`src/rtl/half_adder_unit_pkg.sv`:
```
// Shared constants for the registered half-adder unit.
package half_adder_unit_pkg;

   localparam int DEFAULT_WIDTH = 1;

endpackage

```
`src/rtl/half_adder_unit_if.sv`:
```
// Operand/result bundle for half_adder_unit.
// The master drives the operands and the slave returns the registered results.
interface half_adder_unit_if
   import half_adder_unit_pkg::*;
#(
   parameter int WIDTH = DEFAULT_WIDTH
) ();

   logic             in_valid;
   logic [WIDTH-1:0] a;
   logic [WIDTH-1:0] b;
   logic [WIDTH-1:0] s;
   logic [WIDTH-1:0] c;
   logic             out_valid;

   modport master (
      output in_valid,
      output a,
      output b,
      input  s,
      input  c,
      input  out_valid
   );

   modport slave (
      input  in_valid,
      input  a,
      input  b,
      output s,
      output c,
      output out_valid
   );

endinterface

```
`src/rtl/half_adder_unit_cell.sv`:
```
// Purely combinational 1-bit half adder.
module half_adder_cell (
   input  logic a,
   input  logic b,
   output logic s,
   output logic c
);

   assign s = a ^ b;
   assign c = a & b;

endmodule

```
`src/rtl/half_adder_unit.sv`:
```
// WIDTH independent half-adder lanes with a one-cycle registered output.
// There is no carry propagation between lanes.
module half_adder_unit
   import half_adder_unit_pkg::*;
#(
   parameter int WIDTH = DEFAULT_WIDTH
) (
   input logic              clk,
   input logic              rst,
   half_adder_unit_if.slave bus
);

   logic [WIDTH-1:0] sum_w;
   logic [WIDTH-1:0] carry_w;
   logic [WIDTH-1:0] s_d;
   logic [WIDTH-1:0] s_q;
   logic [WIDTH-1:0] c_d;
   logic [WIDTH-1:0] c_q;
   logic             out_valid_d;
   logic             out_valid_q;

   for (genvar i = 0; i < WIDTH; i++) begin : g_lane
      half_adder_cell u_cell (
         .a (bus.a[i]),
         .b (bus.b[i]),
         .s (sum_w[i]),
         .c (carry_w[i])
      );
   end

   // Results only load on a valid input, so X operands while idle never reach the flops.
   always_comb begin
      s_d         = s_q;
      c_d         = c_q;
      out_valid_d = 1'b0;
      if (bus.in_valid) begin
         s_d         = sum_w;
         c_d         = carry_w;
         out_valid_d = 1'b1;
      end
   end

   always_ff @(posedge clk or posedge rst) begin
      if (rst) begin
         s_q         <= '0;
         c_q         <= '0;
         out_valid_q <= 1'b0;
      end else begin
         s_q         <= s_d;
         c_q         <= c_d;
         out_valid_q <= out_valid_d;
      end
   end

   assign bus.s         = s_q;
   assign bus.c         = c_q;
   assign bus.out_valid = out_valid_q;

endmodule

```
`src/flat_wrapper.sv`:
```
// flat-port wrapper written by rule: the top's interface ports become plain ports
module half_adder_unit_flat import half_adder_unit_pkg::*;
#(
   parameter int WIDTH = DEFAULT_WIDTH
)
  (clk, rst, bus_in_valid, bus_a, bus_b, bus_s, bus_c, bus_out_valid);
  half_adder_unit_if #(.WIDTH(WIDTH)) bus_i ();
  input logic clk;
  input logic rst;
  input wire logic [$bits(bus_i.in_valid)-1:0] bus_in_valid;
  input wire logic [$bits(bus_i.a)-1:0] bus_a;
  input wire logic [$bits(bus_i.b)-1:0] bus_b;
  output wire logic [$bits(bus_i.s)-1:0] bus_s;
  output wire logic [$bits(bus_i.c)-1:0] bus_c;
  output wire logic [$bits(bus_i.out_valid)-1:0] bus_out_valid;
  assign bus_i.in_valid = bus_in_valid;
  assign bus_i.a = bus_a;
  assign bus_i.b = bus_b;
  assign bus_s = bus_i.s;
  assign bus_c = bus_i.c;
  assign bus_out_valid = bus_i.out_valid;
  half_adder_unit #(.WIDTH(WIDTH)) u_core (.clk(clk), .rst(rst), .bus(bus_i));
endmodule
```
`config.mk`:
```
export PLATFORM = sky130hd
export DESIGN_NAME = half_adder_unit_flat
export DESIGN_NICKNAME = d
export VERILOG_FILES = /design/src/rtl/half_adder_unit_pkg.sv /design/src/rtl/half_adder_unit_if.sv /design/src/rtl/half_adder_unit_cell.sv /design/src/rtl/half_adder_unit.sv /design/src/flat_wrapper.sv
export SDC_FILE = /design/constraint.sdc
export NUM_CORES = 1
export LEC_CHECK = 0
export CORE_AREA = 5 5 42 44
export DETAILED_ROUTE_END_ITERATION = 7
export DIE_AREA = 0 0 47 49
export PLACE_DENSITY = 0.32
export SYNTH_ARGS = -nofsm -noshare
export SYNTH_HDL_FRONTEND = slang
export SYNTH_SLANG_ARGS = --single-unit
```
`constraint.sdc`:
```
create_clock -name clk -period 0.8 [get_ports clk]
set_input_delay 0.16 -clock clk [delete_from_list [all_inputs] [get_ports clk]]
set_output_delay 0.16 -clock clk [all_outputs]
set_load 0.03 [all_outputs]
```
==> metrics.yaml <==
clock_network:
  cts_sinks: 3
  cts_tree: "built"
  clk_pin_slew_ps: 40
  h-tree-depth: 1
  cts-root-buf: "clkbuf_4"
  clk_latency_ps: 230
  cts_made_buffers: 3
  clockBufferDepth: 2
  cts_hold_buf: 0
grt:
  grt-busiest-layer: "met3"
  grt_util_met2: 0.0317
  grt_pass1_vias: 131
  grtUsageMet1: 0.0420
  grt_use_total: 0.0402
  grt_antenna_before_repair: 0
  grt_pass1_wl_um: 531
  grt_max_degree: 4
  use_met3: 0.0554
  grt-ovfl-total: 0
layout:
  multi_input_area_sq_um: 35.0
  areaGrowthSynthToFinish_pct: 118
  register_area_sq_um: 77.6
  final_cell_count_no_fill: 36
  layout_common_cells: "clkbuf_4, dlygate4sd2_1, buf_6"
  fillers: 169
  post-route-util: 0.177
  nNetsFinal: 27
  drive_gt1_frac: 0.600
  design_area_sq_um: 248
  diodes: 0
run_status:
  status: "complete, but fails checks"
  violations: "setup timing"
worst_setup_path:
  r2r-end: "u_core.bus.s"
  worstSetupStartpointType: "register"
  cp_top_family: "flip-flops"
  crit_path_end_kind: "output pin"
  r2r_start: "u_core.bus.s"
  cp_max_fo: 2
  critPathArrivalTime_ps: 770
  reg2reg_depth: 2
  setup.worst_path.end: "bus_s"
  crit_chain: "buf_6"
  rrSetupSlack_ps: -100
  timing.critical_path.buf_inv: 1
  cp.depth: 1
  worst_ep_required_time_ps: 640
  crit_start: "u_core.bus.s"
  slowest_delay_ps: 400
  slowest_stage: "dfrtp_2"
  criticalPathCategory: "register to output pin"
logic_synthesis:
  yosys.area.top_type: "dfrtp_1"
  syn_area_per_cell_sq_um: 16.3
  synth_area_leaders: "dfrtp_1, mux2_2, ha_1"
  synth.distinct_cells: 4
  synthCells: 7
  yosysWarnings: 0
  synthesis.nets: 13
  synth-seq-cells: 3
  yosysSeqAreaShare: 0.659
  netlist_area_sq_um: 114
  synth_top_area_share: 0.659
hold_path:
  min_path_type: "input port to async pin"
route:
  drt_iter0_markers: 1
  drcViolationCount: 0
  drtAntennaViolNets: 0
  dr.pass1.iters: 2
  vias: 100
  routedWlPerCell_um: 8.36
  postRouteWirelength_um: 301
  vias_per_cell: 2.78
timing:
  finalHoldViolCount: 0
  period_needed_ps: 934
  rsz0062_at_grt: "yes"
  slew_viol_final: 0
  finalSetupViolCount: 5
  fin_crit_sh: 1.17
  slew_headroom: 0.906
  setup_ws_ps: -134
  worstMarginPinSlew_ps: 141
  skew_ps: 0
  max_freq_mhz: 1070
  tns_ps: -528
power:
  p_leak_nw: 0.119
  power_density_nw_per_um2: 2260
  ir_drop_v: 0.000501
  fin_total_pwr_uw: 559
floorplanning:
  core_area_sq_um: 1400
  chipWidth_um: 47
  rows: 14
  start_util: 0.0812
  fp.dieH_um: 49
  die_area_sq_um: 2300
  ios: 8
placement:
  gp_congestion: 0.694
  io_buffers: 7
  placed_cells: 30
  placed_cell_area_sq_um: 199
flow_run:
  maxCapViolations: 0
-- routing by layer --
| metal | share of wire | wire, um |
|---|---|---|
| met5 | 0 | 0 |
| met4 | 0 | 0 |
| met3 | 0.21 | 63 |
| met2 | 0.25 | 74 |
| met1 | 0.54 | 163 |
-- cell type report --
cell class / count / share of cell area
flip-flops and latches: 3 / 0.313
inverters: 1 / 0.0152
well taps: 16 / 0.0808
repair buffers: 9 / 0.343
clock buffers: 4 / 0.106
multi-input cells: 3 / 0.141
-- cells in the mapped netlist --
| library cell | number |
|---|---|
| mux2_2 | 2 |
| inv_1 | 1 |
| dfrtp_1 | 3 |
| ha_1 | 1 |
-- timing repair --
action,in CTS,in global routing
setup endpoints to repair,5,4
resized for setup,6,0
buffers inserted,1,1
-- sequential cells by signal, summed over array words and instances (netlist names) --
signal and cells:
u_core.bus.s 1, u_core.bus.out_valid 1, u_core.bus.c 1
-- where the power goes --
group | switching, mW | leakage [nW] | internal, mW
sequential | 0.0101 | 0.0339 | 0.170
clock | 0.0761 | 0.0150 | 0.187
combinational | 0.0516 | 0.0697 | 0.0650
-- logic make-up after synthesis --
logic type / synth area share
flip-flops: 0.659
adder cells (fa/ha/maj): 0.110
buffers and inverters: 0.0329
multiplexers: 0.198
-- how the worst min path moves through the flow --
| stage | to | slack (ps) | cells past startpoint |
|---|---|---|---|
| after floorplan | u_core.bus.out_valid | -90 | 1 |
| after global placement | u_core.bus.out_valid | 340 | 2 |
| after detailed placement | u_core.bus.out_valid | 350 | 2 |
| after CTS | u_core.bus.out_valid | 110 | 2 |
| after global routing | u_core.bus.c | 110 | 2 |
| final | u_core.bus.s | 110 | 2 |
-- metrics by stage --
stage	setup WS (ps)	hold slack [ps]
floorplan	-45.6	-86.5
global placement	-453	341
detailed placement	-455	349
CTS	-143	107
global route	-177	108
finish	-134	106
-- worst register-to-register path: stages, from the launching register on --
cell     delay, ps
dfrtp_2        400
buf_4          130
mux2_2         250
Power figures use the tool's default switching activity.
